===== config.mk =====
export PLATFORM = sky130hd
export DESIGN_NAME = seven_segment_scanner
export DESIGN_NICKNAME = d
export VERILOG_FILES = /design/src/rtl/seven_segment_scanner.sv
export SDC_FILE = /design/constraint.sdc
export NUM_CORES = 1
export LEC_CHECK = 0
export BUFFER_PORTS_ARGS = -buffer_cell sky130_fd_sc_hd__buf_2
export CORE_ASPECT_RATIO = 1.2
export CORE_MARGIN = 4
export CORE_UTILIZATION = 30
export DETAILED_ROUTE_END_ITERATION = 8
export RECOVER_POWER = 100
export SYNTH_ARGS = -nofsm -noshare
export SYNTH_HDL_FRONTEND = slang
export SYNTH_SLANG_ARGS = --single-unit
export TNS_END_PERCENT = 5

===== constraint.sdc =====
create_clock -name clock -period 2 [get_ports clock]
set_input_delay 0.1 -clock clock [delete_from_list [all_inputs] [get_ports clock]]
set_output_delay 0.1 -clock clock [all_outputs]
set_load 0.02 [all_outputs]

===== src/rtl/seven_segment_scanner.sv =====
// -----------------------------------------------------------------------------
// seven_segment_scanner
//
// Purpose:
//   Time-multiplexed driver for a 4-digit common-anode seven-segment display.
//   - Decodes each 4-bit digit to hex segments.
//   - Scans the four digits in turn.
//   - Blanks all anodes for the first GUARD clocks of every slot, which stops
//     one digit ghosting onto the next.
//   - Optionally suppresses leading zeros.
//   - Optionally blinks selected digits.
//   The inputs are copied into shadow registers once per frame, on the tick
//   that leaves digit 3 and enters digit 0. A frame therefore never mixes old
//   and new values.
//
// Parameters:
//   REFRESH_W : each digit slot lasts 2^REFRESH_W clocks
//   GUARD     : number of all-anodes-off clocks at the start of a slot
//               (must be < 2^REFRESH_W)
//   BLINK_W   : blink counter width; the blink phase is its MSB
//
// Ports:
//   clock          in   system clock, all state changes on the rising edge
//   reset_n        in   synchronous reset, active low
//   number[15:0]   in   value to show; digit i = number[4i+3:4i], digit 0 right
//   dots[3:0]      in   dots[i] lights the decimal point of digit i
//   blank_leading  in   1 = suppress leading zeros
//   blink_mask[3:0]in   blink_mask[i] = 1 makes digit i blink
//   seven_segments out  active-low segments, bit0 = a ... bit6 = g
//   dot            out  active-low decimal point
//   anodes[3:0]    out  active-low digit enables, anodes[i] = 0 enables digit i
// -----------------------------------------------------------------------------
module seven_segment_scanner #(
   parameter int REFRESH_W = 16,
   parameter int GUARD     = 4,
   parameter int BLINK_W   = 24
) (
   input  logic        clock,
   input  logic        reset_n,
   input  logic [15:0] number,
   input  logic [3:0]  dots,
   input  logic        blank_leading,
   input  logic [3:0]  blink_mask,
   output logic [6:0]  seven_segments,
   output logic        dot,
   output logic [3:0]  anodes
);

   localparam logic [6:0] SEG_OFF = 7'b1111111;
   localparam logic [3:0] AN_OFF  = 4'b1111;

   // Scan state
   logic [REFRESH_W-1:0] refresh_q, refresh_d;
   logic [1:0]           digit_q, digit_d;
   logic [BLINK_W-1:0]   blink_q, blink_d;

   // Shadow copies of the inputs, refreshed once per frame
   logic [15:0] number_sh_q, number_sh_d;
   logic [3:0]  dots_sh_q, dots_sh_d;
   logic        blank_sh_q, blank_sh_d;
   logic [3:0]  blink_sh_q, blink_sh_d;

   // Registered outputs
   logic [6:0] seg_q, seg_d;
   logic       dot_q, dot_d;
   logic [3:0] an_q, an_d;

   // Per-digit helpers
   logic [3:0] digit_zero;
   logic [3:0] digit_blank;

   logic       tick;
   logic       capture;
   logic [3:0] cur_nibble;
   logic       cur_blank;
   logic       cur_dot;
   logic       cur_blink;
   logic       blink_phase;
   logic       in_guard;
   logic       slot_off;

   // A digit is blank when blanking is enabled and it and every digit to
   // its left are zero. Digit 0 always shows, so a zero value reads "0".
   for (genvar gi = 0; gi < 4; gi++) begin : g_digit
      assign digit_zero[gi] = (number_sh_q[4*gi +: 4] == 4'h0);
      if (gi == 0) begin : g_rightmost
         assign digit_blank[gi] = 1'b0;
      end else begin : g_upper
         assign digit_blank[gi] = blank_sh_q & (&digit_zero[3:gi]);
      end
   end

   function automatic logic [6:0] hex_to_seg(input logic [3:0] value);
      logic [6:0] seg;
      seg = SEG_OFF;
      case (value)
         4'h0: seg = 7'b1000000;
         4'h1: seg = 7'b1111001;
         4'h2: seg = 7'b0100100;
         4'h3: seg = 7'b0110000;
         4'h4: seg = 7'b0011001;
         4'h5: seg = 7'b0010010;
         4'h6: seg = 7'b0000010;
         4'h7: seg = 7'b1111000;
         4'h8: seg = 7'b0000000;
         4'h9: seg = 7'b0010000;
         4'hA: seg = 7'b0001000;
         4'hB: seg = 7'b0000011;
         4'hC: seg = 7'b1000110;
         4'hD: seg = 7'b0100001;
         4'hE: seg = 7'b0000110;
         4'hF: seg = 7'b0001110;
         default: seg = SEG_OFF;
      endcase
      return seg;
   endfunction

   always_comb begin
      // Counters
      tick      = &refresh_q;
      refresh_d = refresh_q + REFRESH_W'(1);
      blink_d   = blink_q + BLINK_W'(1);
      digit_d   = digit_q;
      if (tick) begin
         digit_d = digit_q + 2'd1;
      end

      // Inputs are sampled only as the scan wraps from digit 3 to digit 0.
      capture     = tick && (digit_q == 2'd3);
      number_sh_d = number_sh_q;
      dots_sh_d   = dots_sh_q;
      blank_sh_d  = blank_sh_q;
      blink_sh_d  = blink_sh_q;
      if (capture) begin
         number_sh_d = number;
         dots_sh_d   = dots;
         blank_sh_d  = blank_leading;
         blink_sh_d  = blink_mask;
      end

      // Current slot
      cur_nibble  = number_sh_q[{digit_q, 2'b00} +: 4];
      cur_blank   = digit_blank[digit_q];
      cur_dot     = dots_sh_q[digit_q];
      cur_blink   = blink_sh_q[digit_q];
      blink_phase = blink_q[BLINK_W-1];
      in_guard    = (refresh_q < REFRESH_W'(GUARD));

      // A blank digit whose decimal point is lit keeps its anode on, so the
      // point can still show.
      slot_off = in_guard || (cur_blink && blink_phase) || (cur_blank && !cur_dot);

      an_d  = AN_OFF;
      seg_d = SEG_OFF;
      dot_d = 1'b1;
      if (!slot_off) begin
         an_d  = ~(4'b0001 << digit_q);
         seg_d = cur_blank ? SEG_OFF : hex_to_seg(cur_nibble);
         dot_d = ~cur_dot;
      end
   end

   always_ff @(posedge clock) begin
      if (!reset_n) begin
         refresh_q   <= '0;
         digit_q     <= '0;
         blink_q     <= '0;
         number_sh_q <= '0;
         dots_sh_q   <= '0;
         blank_sh_q  <= 1'b0;
         blink_sh_q  <= '0;
         seg_q       <= SEG_OFF;
         dot_q       <= 1'b1;
         an_q        <= AN_OFF;
      end else begin
         refresh_q   <= refresh_d;
         digit_q     <= digit_d;
         blink_q     <= blink_d;
         number_sh_q <= number_sh_d;
         dots_sh_q   <= dots_sh_d;
         blank_sh_q  <= blank_sh_d;
         blink_sh_q  <= blink_sh_d;
         seg_q       <= seg_d;
         dot_q       <= dot_d;
         an_q        <= an_d;
      end
   end

   assign seven_segments = seg_q;
   assign dot            = dot_q;
   assign anodes         = an_q;

endmodule

# --- After elaboration in Yosys (flattened, before gate mapping) ---
# Memories as Yosys holds them, arrays and structs flattened. A register that Yosys moved wholly into a read port is not among the register bits.
# Index checks and enable logic that the tools add are counted.
totals:
  n_memories: 1
  register_bits: 72
  mem_bits_ro: 112
  word_cells: 44
classes:
  n_shift: 2
  n_addsub: 3
  n_reduce_logical: 14
  eq_ne: 1
  muxes: 6
  bitwise_logic: 6
  n_lt_le_gt_ge: 2
memory_table:
  columns: ["memory", "depth", "width", "read_ports", "rd_clocked_by_memory_dff", "wr", "line", "rtl"]
  rows:
  - ["(no name shown)", 16, 7, 1, 1, 0, "96", "case (value)"]
op_table:
  columns: ["cell", "count"]
  rows:
  - ["24-bit by 1-bit adder with 24-bit output (second input constant)", 1]
  - ["16-bit by 1-bit adder with 16-bit output (second input constant)", 1]
  - ["16-bit by 3-bit less-than comparator with 1-bit output (second input constant)", 1]
  - ["16-bit AND reduction", 1]
  - ["16-bit by 5-bit variable part select with 4-bit output", 1]
  - ["4-bit logical NOT", 3]
  - ["1-bit binary-select mux with 2-bit select", 3]
  - ["4-bit inverter", 1]
  - ["1-bit by 2-bit << shifter with 4-bit output (first input constant)", 1]
  - ["1-bit AND", 3]
  - ["1-bit logical AND", 3]
  - ["2-bit by 3-bit less-than comparator with 1-bit output (second input constant)", 1]
  - ["1-bit 2-to-1 mux", 3]
  - ["3-bit AND reduction", 1]
  - ["3-bit OR reduction", 1]
  - ["2-bit by 1-bit adder with 2-bit output (second input constant)", 1]
  - ["2-bit equality test (second input constant)", 1]
  - ["1-bit logical OR", 2]
  - ["1-bit inverter", 2]
  - ["2-bit AND reduction", 1]
  - ["2-bit OR reduction", 1]
  - ["1-bit logical NOT", 1]

# --- Longest topological paths before layout ---
# Gate-level depths: netlist of the first run.
logic_depth:
  depth_word: 8
  ltp_mapped: 8
  mapped_depth_nobuf: 7

# --- Least setup slack after synthesis of the first run ---
# Ideal clock, no wire load.
synth_timing:
  path_kind: "reg-to-reg"
  start: "register digit_q[0]"
  end: "register seg_q[3] (netlist: seven_segments[3])"
  t_arrival_ns: 1.761
  period_less_slack_ns: 1.819
  path_buffers: 1
  setup_slack_ns: 0.181
  path_stages_with_launch: 9
  path_cell_list: "dfxtp_1 buf_6 mux4_1 inv_1 ha_1 nor2_1 a21oi_1 o21ai_0 nand2_1"
synth_via:
  elab_chain_len: 6
  word_cells_on_any_way: 13
  cone_classes: "1 x shift; 6 x mux; 6 x reduce/logical"
synth_lines:
  columns: ["item", "line", "rtl"]
  rows:
  - ["start: declaration", "54", "logic [1:0] digit_q, digit_d;"]
  - ["start signal: assignment", "177", "digit_q <= digit_d;"]
  - ["1-bit binary-select mux with 2-bit select (on tied branches)", "145, 144", null]
  - ["1-bit 2-to-1 mux (on tied branches)", "145, 144", null]
  - ["1-bit logical AND / 1-bit logical NOT (equally long branches)", "151", "slot_off = in_guard || (cur_blink && blink_phase) || (cur_blank && !cur_dot);"]
  - ["1-bit logical OR / 1-bit logical AND (equally long branches)", "151", null]
  - ["1-bit logical OR", "151", null]
  - ["3-bit OR reduction (no source line)", null, null]
  - ["end: declaration", "64", "logic [6:0] seg_q, seg_d;"]
# Several ways; a longest one is shown, not always the timed one. The select of a mux whose other input is x is not followed.
# A chain may end at the register's enable or synchronous reset.

# --- Final worst setup path of the first run ---
# Same ends and word-level chain as after synthesis.

==> results of run 1 <==
## logic make-up (layout without fill, tap and decap cells)
logic type                 count (synthesis)  in the layout  share of synthesized area, %
adders and majority gates                 12             12                         4.164
DFF                                       79             79                         43.86
muxes                                      8              8                         4.788
xor gates and xnor gates                  34             34                         8.258
and+or+nand+nor                          189            189                         28.38
buffers and inverters                     26             68                         3.470
AOI/OAI and AO/OA                         43             43                         7.078
## flip-flops by register name, indices dropped and copies added, names as in the netlist
| name | flops |
|---|---|
| seven_segments | 7 |
| blank_sh_q | 1 |
| anodes | 4 |
| dots_sh_q | 4 |
| dot | 1 |
| number_sh_q | 16 |
| blink_sh_q | 4 |
| blink_q | 24 |
| refresh_q | 16 |
| digit_q | 2 |
## worst paths after layout
check	cells past startpoint	from	to
min reg2reg	2	dots_sh_q[1]$_SDFFE_PN0P_	dots_sh_q[1]$_SDFFE_PN0P_
max reg2reg	7	digit_q[0]$_SDFFE_PN0P_	seven_segments[3]$_SDFF_PP1_
max	7	digit_q[0]$_SDFFE_PN0P_	seven_segments[3]$_SDFF_PP1_
min	3	number[1]	number_sh_q[1]$_SDFFE_PN0P_
## stage by stage
step	std cells	worst slack [ns]	hold slack, ns	area [sq um]
after floorplan	391	0.1812	0.2326	3606
after global placement	574	0.2210	0.3445	3959
after detailed placement	574	0.1868	0.3563	3959
after CTS	590	0.1755	0.001941	4249
after global routing	590	0.01013	0.005070	4205
final	590	0.1782	0.009174	4205
## Yosys cell counts, types with 3 or more instances
cell type  instances
nand3_1           46
nor2b_1            3
dfxtp_1           79
clkbuf_1          10
buf_6              3
nor4_1             6
mux4_1             3
buf_2              4
nand2_1           54
ha_1              12
nand4_1           13
xnor2_1           28
a21boi_0           3
mux4_2             3
o21ai_0           28
xor2_1             6
nand2b_1           3
and3_1             8
and2_1            38
inv_1              7
nor2_1             5
## metal layers
layer,GRT usage (%),vias to the layer above,part of all wire [%]
met1,12.97,1258,48
li1,-,1421,-
met5,0,-,0
met4,4.458,0,1.5
met2,16.47,34,47
met3,2.620,8,3.5
## critical path, cell delays in order (launching register included)
cell and delay [ns]:
dfxtp_1 0.37, mux4_1 0.68, inv_1 0.15, ha_1 0.25, nor2_1 0.07, a21oi_1 0.10, o21ai_0 0.08, nand2_1 0.07
## power by group
part           leakage (nW)  internal (mW)  switching [mW]
Combinational         0.757         0.0443          0.0647
Sequential            0.638           1.59          0.0123
Clock                 0.142          0.962           0.625
Total                  1.54           2.60           0.702
## cell type report
cell class                      count  share of cell area (%)
Multi-Input combinational cell    286                   44.69
Sequential cell                    79                   37.61
Timing Repair Buffer               45                   5.504
Clock buffer                       10                   5.445
Tap cell                          157                   4.671
Clock inverter                      6                   1.458
Inverter                            7                  0.6248
==> results.sh, run 1 <==
export IMPL_async_reset_ff_share_pct=0
export IMPL_startpoint_type="register"
export IMPL_cts_tree="yes"
export IMPL_grt_max_degree=58
export IMPL_ff2ff_setup_slack_ns=0.18
export IMPL_tns_ns=0
export IMPL_relSlewSlack_pct=43.18
export IMPL_setup_viol=0
export IMPL_arrival_ns=2.09
export IMPL_rsz0062_at_grt="no"
export IMPL_layout_commonest_cell="dfxtp_1"
export IMPL_antenna_left=0
export IMPL_grt_pass1_wl_microns=11470
export IMPL_gp_congestion=0.7618
export IMPL_cp_end_kind="register"
export IMPL_io_pins=39
export IMPL_via_per_inst=4.612
export IMPL_yosys_area_top_type="dfxtp_1"
export IMPL_period_share_pct=91.09
export IMPL_multi_input_area_sq_um=1879
export IMPL_syn_nets=430
export IMPL_period_minus_slack_ns=1.822
export IMPL_gr_total_overflow=0
export IMPL_ys_ff_latch=79
export IMPL_cap_violations=0
export IMPL_yosysTopAreaCellShare_pct=43.86
export IMPL_cts_buffers=9
export IMPL_post_dp_hpwl_microns=4946
export IMPL_diodes=0
export IMPL_ys_seq_area_share_pct=43.86
export IMPL_synth_cell_types=44
export IMPL_drv_slew=0
export IMPL_layout_nets=467
export IMPL_cts_hold_buf=0
export IMPL_root_buffer="clkbuf_16"
export IMPL_synthCells=391
export IMPL_grt_use_total_pct=10.26
export IMPL_synth_flop_cell="dfxtp_1"
export IMPL_fill_cells=1222
export IMPL_regArea_sq_um=1582
export IMPL_core_area_sq_um=11670
export IMPL_total_power_mw=3.298
export IMPL_status="completed"
export IMPL_cts_htree_levels=3
export IMPL_port_buffers=38
export IMPL_fin_skew_ns=0.008766
export IMPL_path_clk_slew_ns=0.06
export IMPL_path_class="register to register"
export IMPL_grt_pass1_vias=2553
export IMPL_synth_area_top_cells="dfxtp_1, xnor2_1, and2_1"
export IMPL_fp_dieH_microns=128.1
export IMPL_vias=2721
export IMPL_worst_pin_slew_ns=0.8523
export IMPL_peakVddDrop_mv=0.4576
export IMPL_drt_iter0_markers=100
export IMPL_drc_errors=0
export IMPL_power_leakage_nw=1.537
export IMPL_path_max_fanout=6
export IMPL_final_cell_mix="dfxtp_1, nand2_1, nand3_1, o21ai_0, xnor2_1"
export IMPL_yosysWarnings=0
export IMPL_post_cts_buffers=0
export IMPL_synth_edff_count=0
export IMPL_rows=43
export IMPL_final_util_pct=36.02
export IMPL_syn2layout_area_growth_pct=16.62
export IMPL_hold_viol=0
export IMPL_dr_pass1_iters=4
export IMPL_p_per_area_nw_per_um2=784.2
export IMPL_hp_class="input pin to register"
export IMPL_die_area_sq_um=13850
export IMPL_synthesis_area_sq_um=3606
export IMPL_clock_latency_ns=0.33
export IMPL_die_x_microns=108.1
export IMPL_syn_avg_cell_area_sq_um=9.222
export IMPL_worstPathRequired_ns=2.27
export IMPL_initial_utilization_pct=30.89
export IMPL_clockBufferDepth=2
export IMPL_routedWlPerCell_microns=11.53
export IMPL_drive_gt1_share_pct=13.16
export IMPL_post_cts_resized=0
export IMPL_cts_sinks=79
export IMPL_drt_total_wl_microns=6801
export IMPL_fmax_mhz=548.9
export IMPL_antenna_found_initial=0
No activity file was read; power rests on OpenSTA's default activity.
==> inputs of run 2 (changes only) <==
Settings changed: PLACE_DENSITY set to 0.45.
==> run 2 against run 1 <==
- via count decreased by 2.0%
- first-iteration DRC count is 21% lower
- sequential power about the same
- utilization shrank 0.35 points
- clock skew shrank 0.0041 ns
- global-route usage rose by 0.85 points
- critical endpoint unchanged
- highest routed layer unchanged
==> results.sh, run 2 (synthesized netlist as in run 1, its figures left out) <==
export IMPL_status="completed"
export IMPL_crit_chain="mux4_1 > inv_1 > ha_1 > nor2_1 > a21oi_1 > o21ai_0 > nand2_1"
export IMPL_largest_reg_flops=24
export IMPL_vias=2666
export IMPL_worstPathRequired_ns=2.28
export IMPL_cts_hold_buf=0
export IMPL_initial_utilization_pct=30.89
export IMPL_antenna_left=0
export IMPL_fin_skew_ns=0.004663
export IMPL_path_max_fanout=6
export IMPL_cap_violations=0
export IMPL_layout_commonest_cell="dfxtp_1"
export IMPL_period_share_pct=92.63
export IMPL_grt_use_total_pct=11.10
export IMPL_drive_gt1_share_pct=12.90
export IMPL_peakVddDrop_mv=0.3010
export IMPL_fmax_mhz=539.8
export IMPL_holdWs_ns=0.009817
export IMPL_syn2layout_area_growth_pct=15.48
export IMPL_post_dp_hpwl_microns=5184
export IMPL_hold_viol=0
export IMPL_drc_errors=0
export IMPL_pre_cts_slack_ns=0.1663
export IMPL_power_leakage_nw=1.509
export IMPL_p_per_area_nw_per_um2=749.5
export IMPL_cp_end_kind="register"
export IMPL_use_met3_pct=2.519
export IMPL_gr_total_overflow=0
export IMPL_worst_pin_slew_ns=0.4310
export IMPL_port_buffers=38
export IMPL_drt_total_wl_microns=7228
export IMPL_setup_viol=0
export IMPL_rsz0062_at_grt="no"
export IMPL_cts_tree="yes"
export IMPL_core_area_sq_um=11670
export IMPL_hp_class="input pin to register"
export IMPL_diodes=0
export IMPL_r2r_cells=7
export IMPL_die_area_sq_um=13850
export IMPL_grt_pass1_vias=2594
export IMPL_regArea_sq_um=1582
export IMPL_cpPeakStageDelay_ns=0.69
export IMPL_die_x_microns=108.1
export IMPL_fill_cells=1240
export IMPL_final_cell_mix="dfxtp_1, nand2_1, nand3_1, o21ai_0, xnor2_1"
export IMPL_post_cts_buffers=0
export IMPL_path_class="register to register"
export IMPL_worstHoldStart="number[11]"
export IMPL_cp_startpoint="digit_q[0]$_SDFFE_PN0P_"
export IMPL_arrival_ns=2.13
export IMPL_relSlewSlack_pct=71.02
export IMPL_rows=43
export IMPL_met2_usage_pct=16.98
export IMPL_path_clk_slew_ns=0.06
export IMPL_cts_buffers=9
export IMPL_largestRegisters="blink_q: 24 flops, number_sh_q: 16 flops, refresh_q: 16 flops"
export IMPL_io_pins=39
export IMPL_top_register="blink_q"
export IMPL_dr_pass1_iters=4
export IMPL_post_cts_resized=0
export IMPL_setup_ws_ns=0.1474
export IMPL_grt_pass1_wl_microns=12240
export IMPL_via_per_inst=4.511
export IMPL_cts_htree_levels=3
export IMPL_grt_max_degree=51
export IMPL_startpoint_type="register"
export IMPL_crit_path_end="seven_segments[3]$_SDFF_PP1_"
export IMPL_top_usage_layer="met2"
export IMPL_gp_congestion=0.7610
export IMPL_routedWlPerCell_microns=12.23
export IMPL_antenna_found_initial=0
export IMPL_multi_input_area_sq_um=1874
export IMPL_fp_dieH_microns=128.1
export IMPL_drt_iter0_markers=79
export IMPL_period_minus_slack_ns=1.853
export IMPL_clockBufferDepth=2
export IMPL_cts_sinks=79
export IMPL_r2r_start="digit_q[0]$_SDFFE_PN0P_"
export IMPL_root_buffer="clkbuf_16"
export IMPL_ff2ff_setup_slack_ns=0.15
export IMPL_tns_ns=0
export IMPL_cpMaxStageDelayCell="mux4_1"
export IMPL_layout_nets=470
export IMPL_drv_slew=0
export IMPL_clock_latency_ns=0.33
export IMPL_use_met1_pct=14.75
export IMPL_regToRegEndpoint="seven_segments[3]$_SDFF_PP1_"
run 2: cell types whose count changed in the layout (fill, tap and decap cells not counted), moves of 2 or more:
| cell | before | now |
|---|---|---|
| and2_0 | 25 | 20 |
| and2_1 | 13 | 18 |
| buf_4 | 3 | 7 |
| clkbuf_1 | 16 | 18 |
run 2: critical path: cells and delay by family, from the launching register on:
| family | cells | cell delay [ns] |
|---|---|---|
| and+or+nand+nor | 2 | 0.14 |
| AOI/OAI and AO/OA | 2 | 0.20 |
| adders and majority gates | 1 | 0.25 |
| muxes | 1 | 0.69 |
| buffers and inverters | 1 | 0.15 |
| DFF | 1 | 0.37 |
run 2: through the flow:
stage	power (mW)	instances	instance area (sq um)	util, %
CTS	3.188	591	4215	36.11
finish	3.121	591	4164	35.67
global route	3.265	591	4164	35.67
detailed placement	1.750	577	3969	33.99
global placement	1.751	577	3969	33.99
floorplan	1.698	391	3606	-
run 2: how the worst min path moves through the flow:
stage                                               to  slack, ns  cells past startpoint
after detailed placement  number_sh_q[11]$_SDFFE_PN0P_       0.36                      3
final                     number_sh_q[11]$_SDFFE_PN0P_       0.01                      3
after floorplan             blink_sh_q[3]$_SDFFE_PN0P_       0.23                      2
after CTS                 number_sh_q[11]$_SDFFE_PN0P_      0.004                      3
after global routing      number_sh_q[10]$_SDFFE_PN0P_       0.02                      3
after global placement    number_sh_q[13]$_SDFFE_PN0P_       0.35                      3
run 2: power by group:
part / leakage [nW] / total, mW / internal [mW] / switching [mW]
registers: 0.638 / 1.60 / 1.59 / 0.0128
logic: 0.748 / 0.107 / 0.0440 / 0.0633
clock network: 0.122 / 1.41 / 0.823 / 0.588
total: 1.51 / 3.12 / 2.46 / 0.664
run 2: metal layers:
metal / vias up / wire (microns) / share of wire, %
li1: 1430 / - / -
met1: 1191 / 3647 / 50
met2: 34 / 3178 / 44
met3: 11 / 259 / 3.6
met4: 0 / 143 / 2.0
met5: - / 0 / 0
run 2: cell type report:
cell class	count	share of cell area, %
multi-input cells	286	45.01
flip-flops and latches	79	37.98
repair buffers	48	5.739
clock buffers	12	5.679
well taps	157	4.718
inverters	7	0.6310
clock inverters	2	0.2404
==> inputs of run 3 (changes only) <==
Clock period 2 ns to 1.85 ns, I/O delays scaled along.
==> run 3 against run 2 <==
- worst setup slack worse by 0.051 ns
- clock power grew 35%
- sequential power grew 8%
- cell count is 2.5% higher
- wire length rose by 4.9%
- clock-buffer cell count down 1
- global-route usage grew 0.49 points
- critical path depth decreased by 2
- critical path type unchanged
- critical endpoint is now seven_segments[0]$_SDFF_PP1_
- largest power group is now the clock network
- highest routed layer unchanged
==> results.sh, run 3 (synthesized netlist as in run 1, its figures left out) <==
export IMPL_drc_errors=0
export IMPL_die_x_microns=108.1
export IMPL_fill_cells=1230
export IMPL_gp_congestion=0.7329
export IMPL_top_register="blink_q"
export IMPL_path_max_fanout=11
export IMPL_relSlewSlack_pct=11.60
export IMPL_pre_cts_slack_ns=0.001323
export IMPL_dr_pass1_iters=4
export IMPL_routedWlPerCell_microns=12.51
export IMPL_cpPeakStageDelay_ns=0.65
export IMPL_post_dp_hpwl_microns=5149
export IMPL_r2r_start="digit_q[0]$_SDFFE_PN0P_"
export IMPL_holdWs_ns=0.007939
export IMPL_layout_nets=483
export IMPL_drt_iter0_markers=74
export IMPL_die_area_sq_um=13850
export IMPL_grt_max_degree=78
export IMPL_worstHoldStart="number[5]"
export IMPL_worst_pin_slew_ns=1.326
export IMPL_cts_sinks=79
export IMPL_vias=2770
export IMPL_io_pins=39
export IMPL_hold_viol=0
export IMPL_startpoint_type="register"
export IMPL_drv_slew=0
export IMPL_seqPwrFrac_pct=45.8
export IMPL_fmax_mhz=570.2
export IMPL_p_per_area_nw_per_um2=864.1
export IMPL_crit_chain="buf_4 > mux4_2 > and2b_4 > a22oi_2 > nand3_1"
export IMPL_worstHoldPathCells=3
export IMPL_period_share_pct=94.80
export IMPL_path_clk_slew_ns=0.06
export IMPL_final_util_pct=37.42
export IMPL_rows=43
export IMPL_largest_reg_flops=24
export IMPL_clock_latency_ns=0.33
export IMPL_power_switching_share_pct=20.68
export IMPL_antenna_found_initial=0
export IMPL_root_buffer="clkbuf_16"
export IMPL_p_int_mw=2.995
export IMPL_p_sw_uw=780.9
export IMPL_fp_dieH_microns=128.1
export IMPL_clockBufferDepth=2
export IMPL_whs_endpoint="number_sh_q[5]$_SDFFE_PN0P_"
export IMPL_final_cell_mix="dfxtp_1, nand2_1, nand3_1, o21ai_0, xnor2_1"
export IMPL_path_class="register to register"
export IMPL_setup_ws_ns=0.09618
export IMPL_via_per_inst=4.571
export IMPL_hp_class="input pin to register"
export IMPL_fin_skew_ns=0.006935
export IMPL_largestRegisters="blink_q: 24 flops, number_sh_q: 16 flops, refresh_q: 16 flops"
export IMPL_cap_violations=0
export IMPL_regToRegEndpoint="seven_segments[0]$_SDFF_PP1_"
export IMPL_layout_commonest_cell="dfxtp_1"
export IMPL_cpMaxStageDelayCell="mux4_2"
export IMPL_worstPathRequired_ns=2.07
export IMPL_drt_total_wl_microns=7583
export IMPL_period_minus_slack_ns=1.754
export IMPL_grt_use_total_pct=11.59
export IMPL_p_comb_share_pct=3.5
export IMPL_cp_num_buf_inv=1
export IMPL_rsz0062_at_grt="no"
export IMPL_gr_total_overflow=0
export IMPL_grt_pass1_vias=2712
export IMPL_clkPwrFrac_pct=50.7
export IMPL_cp_end_kind="register"
export IMPL_initial_utilization_pct=30.89
export IMPL_power_leakage_nw=1.625
export IMPL_drive_gt1_share_pct=15.81
export IMPL_port_buffers=38
export IMPL_r2r_cells=5
export IMPL_cts_tree="yes"
export IMPL_core_area_sq_um=11670
export IMPL_antenna_left=0
export IMPL_cts_buffers=9
export IMPL_setup_viol=0
export IMPL_grt_pass1_wl_microns=12760
export IMPL_diodes=0
export IMPL_arrival_ns=1.97
export IMPL_peakVddDrop_mv=0.3277
export IMPL_cts_htree_levels=3
export IMPL_syn2layout_area_growth_pct=21.17
export IMPL_status="completed"
export IMPL_crit_family="multiplexers"
export IMPL_ff2ff_setup_slack_ns=0.1
-- run 3: changes by cell type in the layout (fill, tap and decap cells not counted), sizes merged --
cell         previous run  this run
bufinv                  0         2
buf                    33        37
dlygate4sd3             0         6
clkbuf                 27        28
clkinvlp                0         1
mux4                    6         7
-- run 3: tightest hold or removal path, stage by stage --
cell	delay (ns)
buf_2	0.10
nand2_1	0.04
o21ai_0	0.06
-- run 3: power by group through the flow --
stage | Clock [mW] | Combinational [mW] | Sequential [mW]
finish | 1.91 | 0.133 | 1.73
global route | 2.04 | 0.152 | 1.73
CTS | 1.97 | 0.144 | 1.73
detailed placement | 0 | 0.134 | 1.77
global placement | 0 | 0.133 | 1.77
floorplan | 0 | 0.0602 | 1.77
-- run 3: repair_timing --
action                                 CTS  global route
setup endpoints to repair                2             6
endpoints found under the hold margin    6             0
gates cloned                             0             1
gates resized for setup                  1             4
hold buffers                             6             0
buffers inserted                         0             0
-- run 3: worst max path at each step --
stage / startpoint / depth (start not counted) / end
floorplan: digit_q[0]$_SDFFE_PN0P_ / 8 / seven_segments[3]$_SDFF_PP1_
global placement: digit_q[0]$_SDFFE_PN0P_ / 6 / seven_segments[0]$_SDFF_PP1_
detailed placement: digit_q[0]$_SDFFE_PN0P_ / 6 / seven_segments[3]$_SDFF_PP1_
CTS: digit_q[0]$_SDFFE_PN0P_ / 6 / seven_segments[3]$_SDFF_PP1_
global route: reset_n / 4 / blink_sh_q[2]$_SDFFE_PN0P_
finish: digit_q[0]$_SDFFE_PN0P_ / 5 / seven_segments[0]$_SDFF_PP1_
-- run 3: cell type report --
type	instances	area, sq um	share of cell area, %
Timing Repair Buffer	60	349.1	7.990
Inverter	7	26.28	0.6014
Clock inverter	5	81.33	1.861
Tap cell	157	196.4	4.496
Sequential cell	79	1583	36.23
Clock buffer	11	242.7	5.556
Multi-Input combinational cell	287	1891	43.27
-- run 3: metal layers --
layer | vias up | share of wire (%) | GRT usage [%] | wire (microns)
li1 | 1454 | - | - | -
met1 | 1263 | 50 | 15.33 | 3754
met2 | 42 | 45 | 17.72 | 3379
met3 | 11 | 4.0 | 2.469 | 303
met4 | 0 | 1.9 | 6.018 | 145
met5 | - | 0 | 0 | 0
-- run 3: metrics by stage --
step | instance area, sq um | power [mW] | instances | TNS (ns)
3_5_place_dp | 4039 | 1.900 | 583 | 0
2_1_floorplan | 3606 | 1.835 | 391 | 0
6_report | 4369 | 3.775 | 606 | 0
3_3_place_gp | 4039 | 1.899 | 583 | 0
4_1_cts | 4419 | 3.839 | 605 | -0.001511
5_1_grt | 4369 | 3.922 | 606 | 0
